## config.mk

```make
export PLATFORM = sky130hd
export DESIGN_NAME = score_ram_reader
export DESIGN_NICKNAME = d
export VERILOG_FILES = /design/src/rtl/nw_pkg.sv /design/src/rtl/score_rd_phase_cnt.sv /design/src/rtl/score_ram_reader.sv
export SDC_FILE = /design/constraint.sdc
export NUM_CORES = 1
export LEC_CHECK = 0
export ABC_AREA = 1
export CORE_ASPECT_RATIO = 0.6
export CORE_MARGIN = 2
export CORE_UTILIZATION = 40
export CTS_BUF_LIST = sky130_fd_sc_hd__clkbuf_16
export DETAILED_ROUTE_END_ITERATION = 7
export GPL_ROUTABILITY_DRIVEN = 0
export PLACE_DENSITY = 0.65
export SLEW_MARGIN = 30
export SYNTH_ARGS = -nofsm -noshare
export SYNTH_HDL_FRONTEND = slang
export SYNTH_SLANG_ARGS = --single-unit
export TNS_END_PERCENT = 10
```

## constraint.sdc

```tcl
create_clock -name clk -period 6.5 [get_ports clk]
set_clock_uncertainty 0.05 [all_clocks]
set_input_delay 0.975 -clock clk [delete_from_list [all_inputs] [get_ports clk]]
set_output_delay 0.975 -clock clk [all_outputs]
set_load 0.02 [all_outputs]
```

## src/rtl/nw_pkg.sv

```systemverilog
// Shared definitions for the NW score RAM datapath.
//   SCORE_W      - signed score width
//   score_t      - signed score type
//   rd_state_e   - score RAM reader FSM states
//   SLOT_*       - neighbour slot indices, in issue order
package nw_pkg;

    localparam int SCORE_W = 8;

    typedef logic signed [SCORE_W-1:0] score_t;

    typedef enum logic [1:0] {
        StIdle,
        StIssue,
        StDrain,
        StDone
    } rd_state_e;

    localparam logic [1:0] SLOT_DIAG = 2'd0;
    localparam logic [1:0] SLOT_UP   = 2'd1;
    localparam logic [1:0] SLOT_LEFT = 2'd2;

endpackage

```

## src/rtl/score_rd_phase_cnt.sv

```systemverilog
// Slot phase counter for the score RAM reader: counts 0,1,2 while enabled, then wraps to 0.
//   clk, rst  - clock, asynchronous active-high reset
//   en        - advance the phase this cycle
//   phase     - current slot (SLOT_DIAG/SLOT_UP/SLOT_LEFT)
//   last      - high while enabled on the final slot (wraps at the next edge)
module score_rd_phase_cnt (
    input  logic       clk,
    input  logic       rst,
    input  logic       en,
    output logic [1:0] phase,
    output logic       last
);
    import nw_pkg::*;

    logic [1:0] phase_q, phase_d;

    assign last  = en && (phase_q == SLOT_LEFT);
    assign phase = phase_q;

    always_comb begin
        phase_d = phase_q;
        if (en) begin
            phase_d = last ? SLOT_DIAG : phase_q + 2'd1;
        end
    end

    always_ff @(posedge clk or posedge rst) begin
        if (rst) begin
            phase_q <= SLOT_DIAG;
        end else begin
            phase_q <= phase_d;
        end
    end

endmodule

```

## src/rtl/score_ram_reader.sv

```systemverilog
// Read-side sequencer for the NW score RAM. For a request cell (i,j) it fetches the diag
// (i-1,j-1), up (i-1,j) and left (i,j-1) scores over one RAM read port and presents them
// via a valid/ready handshake. Row 0 and column 0 are synthesised as -k*GAP, never read.
// Fixed latency: request accepted in cycle 0, read slots in cycles 1-3, out_valid from cycle 5.
//   clk, rst                 - clock, asynchronous active-high reset
//   req_valid/req_ready      - request handshake, req_i/req_j cell row/column
//   ram_en/ram_addr          - RAM read port, ram_rdata valid the cycle after ram_en
//   out_valid/out_ready      - result handshake, diag/up/left signed scores
//   err                      - request out of range (i or j is 0 or exceeds N)
//   wr_en/wr_addr/wr_data    - writer snoop, present only with SCORE_RD_BYPASS_EN defined
// Optional feature macro: SCORE_RD_BYPASS_EN (capture same-cycle writes to an in-flight address).
module score_ram_reader #(
    parameter int N       = 8,
    parameter int IDX_W   = 4,
    parameter int ADDR_W  = 7,
    parameter int SCORE_W = nw_pkg::SCORE_W,
    parameter int GAP     = 1
) (
    input  logic                      clk,
    input  logic                      rst,
    input  logic                      req_valid,
    output logic                      req_ready,
    input  logic [IDX_W-1:0]          req_i,
    input  logic [IDX_W-1:0]          req_j,
    output logic                      ram_en,
    output logic [ADDR_W-1:0]         ram_addr,
    input  logic [SCORE_W-1:0]        ram_rdata,
`ifdef SCORE_RD_BYPASS_EN
    input  logic                      wr_en,
    input  logic [ADDR_W-1:0]         wr_addr,
    input  logic [SCORE_W-1:0]        wr_data,
`endif
    output logic                      out_valid,
    input  logic                      out_ready,
    output logic signed [SCORE_W-1:0] diag,
    output logic signed [SCORE_W-1:0] up,
    output logic signed [SCORE_W-1:0] left,
    output logic                      err
);
    import nw_pkg::*;

    localparam int               COLS  = N + 1;
    localparam logic [IDX_W-1:0] N_IDX = IDX_W'(N);

    // Boundary cell score: whichever of row/col is non-zero times -GAP; (0,0) gives 0.
    function automatic logic [SCORE_W-1:0] boundary_score(input logic [IDX_W-1:0] row,
                                                          input logic [IDX_W-1:0] col);
        logic [SCORE_W-1:0] k;
        k = (row == '0) ? SCORE_W'(col) : SCORE_W'(row);
        return SCORE_W'(0) - k * SCORE_W'(GAP);
    endfunction

    rd_state_e state_q, state_d;

    logic [IDX_W-1:0] i_q, j_q;
    logic             err_q;
    logic             accept;

    logic [1:0]       phase;
    logic             last;
    logic             issuing;

    logic [IDX_W-1:0]   nb_row, nb_col;
    logic               synth_slot;
    logic [SCORE_W-1:0] synth_val;
    logic [ADDR_W-1:0]  slot_addr;

    // Capture pipeline: describes the slot issued in the previous cycle.
    logic               cap_vld_q;
    logic [1:0]         cap_slot_q;
    logic               cap_synth_q;
    logic [SCORE_W-1:0] cap_val_q;
    logic [SCORE_W-1:0] cap_data;
`ifdef SCORE_RD_BYPASS_EN
    logic [ADDR_W-1:0]  cap_addr_q;
`endif

    logic signed [SCORE_W-1:0] diag_q, up_q, left_q;
    logic                      out_valid_q;

    score_rd_phase_cnt u_phase_cnt (
        .clk   (clk),
        .rst   (rst),
        .en    (issuing),
        .phase (phase),
        .last  (last)
    );

    assign issuing = (state_q == StIssue);
    assign accept  = req_valid && req_ready;

    always_comb begin
        state_d   = state_q;
        req_ready = 1'b0;
        unique case (state_q)
            StIdle: begin
                req_ready = 1'b1;
                if (req_valid) state_d = StIssue;
            end
            StIssue: if (last) state_d = StDrain;
            StDrain: state_d = StDone;
            StDone:  if (out_ready) state_d = StIdle;
            default: state_d = StIdle;
        endcase
    end

    // Neighbour coordinates for the current slot.
    always_comb begin
        nb_row = i_q;
        nb_col = j_q;
        unique case (phase)
            SLOT_DIAG: begin
                nb_row = i_q - IDX_W'(1);
                nb_col = j_q - IDX_W'(1);
            end
            SLOT_UP: nb_row = i_q - IDX_W'(1);
            default: nb_col = j_q - IDX_W'(1);
        endcase
    end

    // Erroneous requests are forced onto the synthesised path so they never reach the address.
    assign synth_slot = err_q || (nb_row == '0) || (nb_col == '0);
    assign synth_val  = err_q ? '0 : boundary_score(nb_row, nb_col);
    assign slot_addr  = ADDR_W'(nb_row) * ADDR_W'(COLS) + ADDR_W'(nb_col);

    assign ram_en   = issuing && !synth_slot;
    assign ram_addr = ram_en ? slot_addr : '0;

    always_comb begin
        cap_data = cap_synth_q ? cap_val_q : ram_rdata;
`ifdef SCORE_RD_BYPASS_EN
        // Same-cycle write to the address being read: the RAM returns old data, take the new.
        if (!cap_synth_q && wr_en && (wr_addr == cap_addr_q)) cap_data = wr_data;
`endif
    end

    always_ff @(posedge clk or posedge rst) begin
        if (rst) begin
            state_q     <= StIdle;
            i_q         <= '0;
            j_q         <= '0;
            err_q       <= 1'b0;
            cap_vld_q   <= 1'b0;
            cap_slot_q  <= SLOT_DIAG;
            cap_synth_q <= 1'b0;
            cap_val_q   <= '0;
`ifdef SCORE_RD_BYPASS_EN
            cap_addr_q  <= '0;
`endif
            diag_q      <= '0;
            up_q        <= '0;
            left_q      <= '0;
            out_valid_q <= 1'b0;
        end else begin
            state_q     <= state_d;
            cap_vld_q   <= issuing;
            cap_slot_q  <= phase;
            cap_synth_q <= synth_slot;
            cap_val_q   <= synth_val;
`ifdef SCORE_RD_BYPASS_EN
            cap_addr_q  <= ram_addr;
`endif
            if (accept) begin
                i_q   <= req_i;
                j_q   <= req_j;
                err_q <= (req_i == '0) || (req_j == '0) || (req_i > N_IDX) || (req_j > N_IDX);
            end
            if (cap_vld_q) begin
                unique case (cap_slot_q)
                    SLOT_DIAG: diag_q <= cap_data;
                    SLOT_UP:   up_q   <= cap_data;
                    default:   left_q <= cap_data;
                endcase
            end
            if (state_q == StDrain) begin
                out_valid_q <= 1'b1;
            end else if ((state_q == StDone) && out_ready) begin
                out_valid_q <= 1'b0;
            end
        end
    end

    assign out_valid = out_valid_q;
    assign diag      = diag_q;
    assign up        = up_q;
    assign left      = left_q;
    assign err       = err_q;

endmodule
```

**After elaboration in Yosys (flattened, before gate mapping)**

Cells that the tools add are included.

- Add/sub/neg operators: 5
- Multiply operators: 1
- Order comparisons: 2
- Eq/ne operators: 9
- Multiplexer cells: 14
- Bitwise logic cells: 1
- Reduce and logical (&&, ||, !) cells: 24

Operator list:

| kind | count |
|---|---|
| 4-bit logical NOT | 4 |
| 8-bit 2-to-1 mux | 2 |
| 4-bit 2-to-1 mux | 3 |
| 4-bit > comparator, second input constant | 2 |
| 2-bit 2-to-1 mux | 4 |
| 2-bit one-hot mux with 4 select lines | 1 |
| 4-bit by 1-bit subtractor with 4-bit output, second input constant | 2 |
| 7-bit by 4-bit adder with 7-bit output | 1 |
| 4-bit by 4-bit multiplier with 7-bit output, second input constant | 1 |
| 7-bit 2-to-1 mux | 1 |
| 2-bit by 1-bit equality test with 1-bit output, second input constant | 3 |
| 2-bit equality test, second input constant | 3 |
| 2-bit logical NOT | 3 |
| 2-bit AND reduction | 3 |
| 1-bit logical OR | 5 |
| 1-bit by 4-bit subtractor with 5-bit output, first input constant | 1 |
| 1-bit logical AND | 4 |
| 2-bit != test, second input constant | 2 |
| 2-bit OR reduction | 2 |
| 1-bit 2-to-1 mux | 3 |
| 3-bit AND reduction | 1 |
| 2-bit by 1-bit adder with 2-bit output, second input constant | 1 |
| 2-bit by 1-bit != test with 1-bit output, second input constant | 1 |
| 2-bit nonzero test | 1 |
| other kinds (2) | 2 |

- Register bits after elaboration: 50

**Logic depth before layout (Yosys ltp)**

Gate-level depths: netlist of the first run.

- Depth after elaboration: 9
- Mapped depth: 14

**By module**

Synthesis of the first run repeated with hierarchy kept, for this count alone.

- Cell total of the unflattened synthesis: 284
- Area total of the unflattened synthesis: 2537.4 sq um

Modules (own cells, without submodules):

| module | instances | cells an instance | area each (sq um) |
|---|---|---|---|
| score_ram_reader | 1 | 270 | 2441.1 |
| score_rd_phase_cnt | 1 | 14 | 96.3 |

**Worst setup path before layout of the first run**

No wires, ideal clock.

- Path type: register to output
- Start: register u_phase_cnt.phase_q[1] (netlist: u_phase_cnt.phase[1])
- End: output port ram_addr[6]
- Arrival time: 2.476 ns
- Data required time: 5.475 ns
- Setup slack: 2.999 ns
- Cell stages (with the launch flop): 15
- Cells stage by stage: dfrtp_1 inv_2 nand2_1 nand2_2 inv_1 ha_1 ha_1 ha_1 a21oi_1 nand2_1 nand2_1 nand2_1 a21oi_1 nor2_1 nor3_2

- Cells in the longest elaborated chain, start to end: 9
- Elaborated cells on any way between the ends: 14

Ends and longest elaborated chain:

| item | line | source |
|---|---|---|
| from (decl) | score_rd_phase_cnt.sv:15 | `logic [1:0] phase_q, phase_d;` |
| from (signal assigned) | score_rd_phase_cnt.sv:31 | `phase_q <= phase_d;` |
| parallel branches: the longest is 8 deep, another holds 4-bit by 4-bit multiplier with 7-bit output | n/a |  |
| 7-bit 2-to-1 mux (*) | score_ram_reader.sv:127 | `assign ram_addr = ram_en ? slot_addr : '0;` |
| to (decl) | score_ram_reader.sv:26 | `output logic [ADDR_W-1:0] ram_addr,` |

Every way passes the cells marked *.

**Worst setup path in the final report of the first run**

Ends and elaborated chain as after synthesis.

==> results.txt, run 1 <==
Reg2Reg Launch Point = i_q[0]
slowest cell on the critical path = sky130_fd_sc_hd__clkdlybuf4s50_1
Congestion Overflow GR = 0
count of pins on the block boundary = 55
number of nets in the final layout = 373
total of endpoints with negative setup slack in the final report = 0
most common library cell in the layout ignoring fill and taps = sky130_fd_sc_hd__nand2_1
Max IR drop VDD = 0.2125 mV
count of cell types in the netlist = 29
DRT antenna net count = 0
CTS tree = done
number of global-route vias before repair = 1,752
Crit path largest cell delay = 0.62 ns
Least-Margin Pin Slew = 0.7795 ns
total inserted antenna cells = 0
number of iterations in the first detailed-routing pass = 4
path depth of the worst reg2reg path = 13
Final Slew Violations = 0
instance count of the mapped netlist = 275
shortest clock period the worst path allows after layout = 4.459 ns
Bufs on Longest Clock Path = 2
WL final = 5.027 mm
top library cells by usage in the layout, fill and taps aside = sky130_fd_sc_hd__nand2_1, sky130_fd_sc_hd__clkdlybuf4s50_1, sky130_fd_sc_hd__dfrtp_1
cell repeated most along the worst path = sky130_fd_sc_hd__nand2_1
number of input and output port buffers inserted = 54
number of max-cap violations = 0
worst min path class = reg -> reg
remaining max-slew budget at the tightest pin = 0.4798
Post-synth EDFFs = 0
Post-Route Hold Slack = 0.4323 ns
cells along the critical path = inv_2 > nand2_1 > nand2_2 > inv_1 > ha_1 > ha_1 > ha_1 > a21oi_1 > nand2_1 > nand2_1 > nand2_1 > a21oi_1 > nor2_1 > nor3_2 > clkdlybuf4s50_1
Power Dens Cells = 554.4 mW/mm²
worst path arrival time = 3.43 ns
drt via density = 4.587
die outline width = 106.7 µm
H-Tree Level Count = 2
Resized Gates After CTS = 0
post-synth net total = 314
die span in y = 65.62 µm
effective utilization at floorplan = 0.4142
final count of hold timing violations = 0
Data required, critical path = 5.47 ns
routed via count = 1,922
synthesis warning total = 0
hold-critical path depth = 2
Final Power = 0.001854 W
launching element type of the critical path = register
setup repair after global routing missed its margin = no
Rows = 22
Setup crit end kind = output pin
DR DRC count = 0
Setup Fix Bufs, Post-CTS = 0
critical setup path kind = reg -> out
clock-pin slew of the registers on the worst-case setup and hold paths = 0.07 ns
syn avg cell area = 9.204 µm²
number of antenna violations at the first check in global routing = 0
pin count of the biggest net entering global routing = 48
FMAX = 224.3 MHz
status = finished clean
FF+latch count, synth = 47
worst-path maximum fanout = 7
average wire per standard cell = 12.00 µm
final period utilization = 0.6860
cell leakage power = 1.673 nW
Hold Startpoint = left[6]
number of hold buffers added after cts = 0
Num Clock Sinks = 47
ratio of cells with drive above 1 in the final layout = 0.1403
clock insertion delay at the later pin of the skew report = 0.29 ns
global-route wire length before repair = 8.521 mm
initial drt markers = 86
core area = 0.006111 mm²
proportion of synthesized chip area in sequential cells = 0.4647
floorplan die area = 0.007001 mm²
Primary FF master, synth = sky130_fd_sc_hd__dfrtp_1
startpoint of the most critical setup path = u_phase_cnt.phase[1]
clock buffers created by TritonCTS = 5
FFs w/ async S/R, synth = 1.000
post-detail-place hpwl = 3.910 mm
fill cell count = 567
buffer cell driving the clock tree root = sky130_fd_sc_hd__clkbuf_16
Total Routing Usage GR = 0.1579
total negative slack for setup checks = 0 ns
Area growth syn-to-layout = 32.08%
synthesized area = 0.002531 mm²
worst max-delay path, delay by kind of cell, from the launching register on:
kind	cells	cell delay (ns)
buffers and inverters	3	0.84
DFF	1	0.44
adders and majority gates	3	0.92
AOI/OAI and AO/OA	2	0.31
and+or+nand+nor	7	0.64
Yosys cell counts (3+ instances only):
| cell | number | area (µm²) |
|---|---|---|
| sky130_fd_sc_hd__mux2_2 | 20 | 225.2 |
| sky130_fd_sc_hd__ha_1 | 18 | 225.2 |
| sky130_fd_sc_hd__nand3_1 | 7 | 35.03 |
| sky130_fd_sc_hd__a21oi_1 | 19 | 95.09 |
| sky130_fd_sc_hd__inv_1 | 38 | 142.6 |
| sky130_fd_sc_hd__nor3_2 | 3 | 30.03 |
| sky130_fd_sc_hd__nand2_1 | 58 | 217.7 |
| sky130_fd_sc_hd__nor3_1 | 3 | 15.01 |
| sky130_fd_sc_hd__nor2_1 | 30 | 112.6 |
| sky130_fd_sc_hd__o21ai_0 | 8 | 40.04 |
| sky130_fd_sc_hd__nand2_2 | 4 | 25.02 |
| sky130_fd_sc_hd__dfrtp_1 | 47 | 1176 |
power by group:
part           switching [W]  leakage, nW  internal [W]
clock               0.000111       0.0844      0.000183
combinational       0.000603         1.00      0.000451
sequential         0.0000888        0.584      0.000416
final cells by class:
| type | instances | area, µm² | share of cell area |
|---|---|---|---|
| well taps | 84 | 105.1 | 0.03144 |
| inverters | 40 | 151.4 | 0.04528 |
| clock buffers | 5 | 125.1 | 0.03743 |
| multi-input cells | 186 | 1197 | 0.3582 |
| flip-flops and latches | 47 | 1176 | 0.3518 |
| clock inverters | 3 | 47.55 | 0.01422 |
| repair buffers | 54 | 540.5 | 0.1617 |
routing by layer:
layer	vias to the layer above	share of wire	global-route usage
li1	1006	-	-
met1	874	0.56	0.2467
met2	38	0.38	0.2054
met3	4	0.050	0.04861
met4	0	0.0058	0.04383
met5	-	0	0
kinds of logic after synthesis:
kind of cell,count (synthesis),share of synthesized area
simple gates,113,0.2081
flops,47,0.4647
buf+inv,42,0.06229
compound gates,32,0.06921
mux,20,0.08898
fa+ha+maj,19,0.09689
xor+xnor,2,0.009889
per-stage QoR:
step | cell area, µm² | util | setup slack (ns) | std cells
3_5_place_dp | 3169 | 0.5186 | 2.383 | 411
4_1_cts | 3342 | 0.5469 | 2.060 | 419
2_1_floorplan | 2531 | - | 2.999 | 275
5_1_grt | 3343 | 0.5471 | 1.858 | 419
6_report | 3343 | 0.5471 | 2.041 | 419
3_3_place_gp | 3169 | 0.5186 | 2.450 | 411
final timing paths:
path,to,slack (ns)
hold reg to reg,left[6],0.43
setup / recovery,ram_addr[6],2.04
max in group asynchronous,diag[0],4.86
setup reg to reg,cap_val_q[2],4.51
hold / removal,left[6],0.43
min in group asynchronous,up[5],1.08
sequential cells by signal, indices dropped and copies added, names as in the netlist:
name and flops:
u_phase_cnt.phase 2, state_q 2, j_q 4, err 1, cap_val_q 5, i_q 4
up 8, out_valid 1, diag 8, cap_slot_q 2, cap_synth_q 1, left 8
cap_vld_q 1
Power figures use the tool's default switching activity.
==> run 2: changes to the inputs <==
--- a/config.mk
+++ b/config.mk
@@ -12,7 +12,7 @@
 export CTS_BUF_LIST = sky130_fd_sc_hd__clkbuf_16
 export DETAILED_ROUTE_END_ITERATION = 7
 export GPL_ROUTABILITY_DRIVEN = 0
-export PLACE_DENSITY = 0.65
+export PLACE_DENSITY = 0.68
 export SLEW_MARGIN = 30
 export SYNTH_ARGS = -nofsm -noshare
 export SYNTH_HDL_FRONTEND = slang
==> constraint.sdc (replaced) <==
create_clock -name clk -period 4 [get_ports clk]
set_clock_uncertainty 0.05 [all_clocks]
set_input_delay 0.6 -clock clk [delete_from_list [all_inputs] [get_ports clk]]
set_output_delay 0.6 -clock clk [all_outputs]
set_load 0.02 [all_outputs]
==> run 2 against run 1 <==
  * Largest cell class unchanged
  * Core utilization about the same
  * Sequential share of layout area about the same
  * Critical path type unchanged
  * First-iteration DRC count decreased by 30%
  * Sequential cell count unchanged
  * Critical path depth decreased by 2
  * Worst hold slack improved by 0.0037 ns
  * Register-to-register slack got worse by 2.5 ns
  * Sequential power increased by 62%
  * Die area unchanged
  * Non-clock buffer count unchanged
==> results.txt, run 2 (same netlist as run 1, synthesis figures left out) <==
status = finished clean (unchanged)
Post-Route Hold Slack = 0.4360 ns (was 0.4323 ns)
path depth of the worst reg2reg path = 13 (unchanged)
Reg2Reg Capture Point = cap_val_q[2] (unchanged)
clock buffers created by TritonCTS = 5 (unchanged)
Reg2Reg Launch Point = i_q[1] (was i_q[0])
WL final = 5.069 mm (was 5.027 mm)
setup repair after global routing missed its margin = no (unchanged)
sequential share of power = 0.273 (about the same)
Hold Startpoint = out_valid (was left[6])
die outline width = 106.7 µm (unchanged)
final worst slack = 0.2073 ns (was 2.041 ns)
CTS tree = done (unchanged)
slack of the worst reg-to-reg path = 1.98 ns (was 4.51 ns)
Max IR drop VDD = 0.3134 mV (was 0.2125 mV)
Power Dens Cells = 897.6 mW/mm² (was 554.4 mW/mm²)
pin count of the biggest net entering global routing = 48 (unchanged)
Crit path largest cell delay = 0.62 ns (about the same)
Total Routing Usage GR = 0.1547 (was 0.1579)
clock insertion delay at the later pin of the skew report = 0.28 ns (was 0.29 ns)
total inserted antenna cells = 0 (unchanged)
cells along the critical path = inv_2 > nand2_1 > nand2_2 > inv_1 > ha_1 > ha_1 > ha_1 > a21oi_1 > nand2_1 > nand2_1 > inv_1 > nor3_2 > clkdlybuf4s50_1 (was inv_2 > nand2_1 > nand2_2 > inv_1 > ha_1 > ha_1 > ha_1 > a21oi_1 > nand2_1 > nand2_1 > nand2_1 > a21oi_1 > nor2_1 > nor3_2 > clkdlybuf4s50_1)
core area = 0.006111 mm² (unchanged)
Congestion Overflow GR = 0 (unchanged)
slowest cell on the critical path = sky130_fd_sc_hd__clkdlybuf4s50_1 (unchanged)
end point of the worst hold path = out_valid (was left[6])
most common library cell in the layout ignoring fill and taps = sky130_fd_sc_hd__nand2_1 (unchanged)
Setup Fix Bufs, Post-CTS = 0 (unchanged)
buffer cell driving the clock tree root = sky130_fd_sc_hd__clkbuf_16 (unchanged)
Least-Margin Pin Slew = 0.7812 ns (was 0.7795 ns)
final count of hold timing violations = 0 (unchanged)
remaining max-slew budget at the tightest pin = 0.4786 (was 0.4798)
Final Power = 0.003002 W (was 0.001854 W)
Setup crit end kind = output pin (unchanged)
H-Tree Level Count = 2 (unchanged)
total of endpoints with negative setup slack in the final report = 0 (unchanged)
average wire per standard cell = 12.10 µm (was 12.00 µm)
internal power summed over all cells = 0.001705 W (was 0.001050 W)
launching element type of the critical path = register (unchanged)
switching power total = 0.001296 W (was 0.0008032 W)
number of max-cap violations = 0 (unchanged)
clock-pin slew of the registers on the worst-case setup and hold paths = 0.06 ns (was 0.07 ns)
cell leakage power = 1.696 nW (was 1.673 nW)
effective utilization at floorplan = 0.4142 (unchanged)
number of global-route vias before repair = 1,812 (was 1,752)
Bufs on Longest Clock Path = 2 (unchanged)
hold-critical path depth = 1 (was 2)
number of nets in the final layout = 373 (unchanged)
floorplan die area = 0.007001 mm² (unchanged)
die span in y = 65.62 µm (unchanged)
final period utilization = 0.9482
proportion of total power due to net switching = 0.4319 (was 0.4333)
critical setup path kind = reg -> out (unchanged)
ratio of cells with drive above 1 in the final layout = 0.1403 (unchanged)
DRT antenna net count = 0 (unchanged)
total negative slack for setup checks = 0 ns (unchanged)
worst min path class = reg -> reg (unchanged)
initial drt markers = 60 (was 86)
worst-path maximum fanout = 7 (unchanged)
Final Slew Violations = 0 (unchanged)
worst path arrival time = 3.14 ns (was 3.43 ns)
pre-CTS setup slack = 0.2866 ns (was 2.383 ns)
Num Clock Sinks = 47 (unchanged)
DR DRC count = 0 (unchanged)
routed via count = 1,936 (was 1,922)
top library cells by usage in the layout, fill and taps aside = sky130_fd_sc_hd__nand2_1, sky130_fd_sc_hd__clkdlybuf4s50_1, sky130_fd_sc_hd__dfrtp_1 (unchanged)
Comb pwr share = 0.570 (was 0.569)
part of the total power dissipated in the clock network = 0.158 (was 0.159)
Rows = 22 (unchanged)
global-route wire length before repair = 8.528 mm (was 8.521 mm)
count of pins on the block boundary = 55 (unchanged)
number of antenna violations at the first check in global routing = 0 (unchanged)
number of input and output port buffers inserted = 54 (unchanged)
FMAX = 263.7 MHz
number of iterations in the first detailed-routing pass = 4 (unchanged)
Data required, critical path = 3.35 ns (was 5.47 ns)
post-detail-place hpwl = 4.004 mm (was 3.910 mm)
drt via density = 4.621 (was 4.587)
Area growth syn-to-layout = 32.13% (was 32.08%)
shortest clock period the worst path allows after layout = 3.793 ns
[run 2: cell types whose count changed in the layout (fill, tap and decap cells not counted)]
cell                              delta
sky130_fd_sc_hd__clkdlybuf4s50_1     -2
sky130_fd_sc_hd__dlymetal6s2s_1      +1
sky130_fd_sc_hd__dlygate4sd2_1       +1
[run 2: worst max-delay path, delay by kind of cell, from the launching register on]
kind / cells / cell delay, ns
compound gates: 1 / 0.15
simple gates: 5 / 0.46
buf+inv: 4 / 0.89
fa+ha+maj: 3 / 0.90
flops: 1 / 0.44
[run 2: stage by stage]
stage / area, µm² / util / std cells
4_1_cts: 3341 / 0.5467 / 419
6_report: 3344 / 0.5473 / 419
3_5_place_dp: 3169 / 0.5186 / 411
5_1_grt: 3344 / 0.5473 / 419
2_1_floorplan: 2531 / - / 275
3_3_place_gp: 3169 / 0.5186 / 411
[run 2: routing by layer]
metal	share of wire	GRT usage	wire, µm
met5	0	0	0
met4	0.0036	0.03084	18
met1	0.54	0.2379	2752
met2	0.40	0.2213	2031
met3	0.052	0.03571	266
[run 2: timing repair]
action	CTS	global route
hold buffers	0	0
endpoints found under the hold margin	0	0
gates resized for setup	1	1
endpoints found under the setup margin	1	1
[run 2: how the worst max path moves through the flow]
stage / cells after the start / endpoint / startpoint
finish: 13 / ram_addr[4] / u_phase_cnt.phase[1]
global route: 15 / ram_addr[6] / u_phase_cnt.phase[1]
CTS: 15 / ram_addr[5] / i_q[0]
detailed placement: 15 / ram_addr[6] / u_phase_cnt.phase[1]
global placement: 15 / ram_addr[6] / u_phase_cnt.phase[1]
floorplan: 14 / ram_addr[6] / u_phase_cnt.phase[1]
[run 2: power by group through the flow]
stage	Clock (W)	Sequential (W)	Combinational, W
2_1_floorplan	0	0.000916	0.00110
3_3_place_gp	0	0.000822	0.00169
3_5_place_dp	0	0.000827	0.00172
4_1_cts	0.000483	0.000819	0.00172
5_1_grt	0.000502	0.000848	0.00194
6_report	0.000473	0.000818	0.00171
[run 2: layout make-up]
class                           instances  area (µm²)
Inverter                               40       151.4
Sequential cell                        47        1176
Tap cell                               84       105.1
Clock buffer                            5       125.1
Multi-Input combinational cell        186        1197
Timing Repair Buffer                   54       541.8
Fill cell                             575        2766
Clock inverter                          3       47.55
==> run 3: changes to the inputs <==
--- a/config.mk
+++ b/config.mk
@@ -17,4 +17,4 @@
 export SYNTH_ARGS = -nofsm -noshare
 export SYNTH_HDL_FRONTEND = slang
 export SYNTH_SLANG_ARGS = --single-unit
-export TNS_END_PERCENT = 10
+export TNS_END_PERCENT = 1
==> results of run 3 <==
The final DEF is identical to that of run 2; final timing and power are the same.
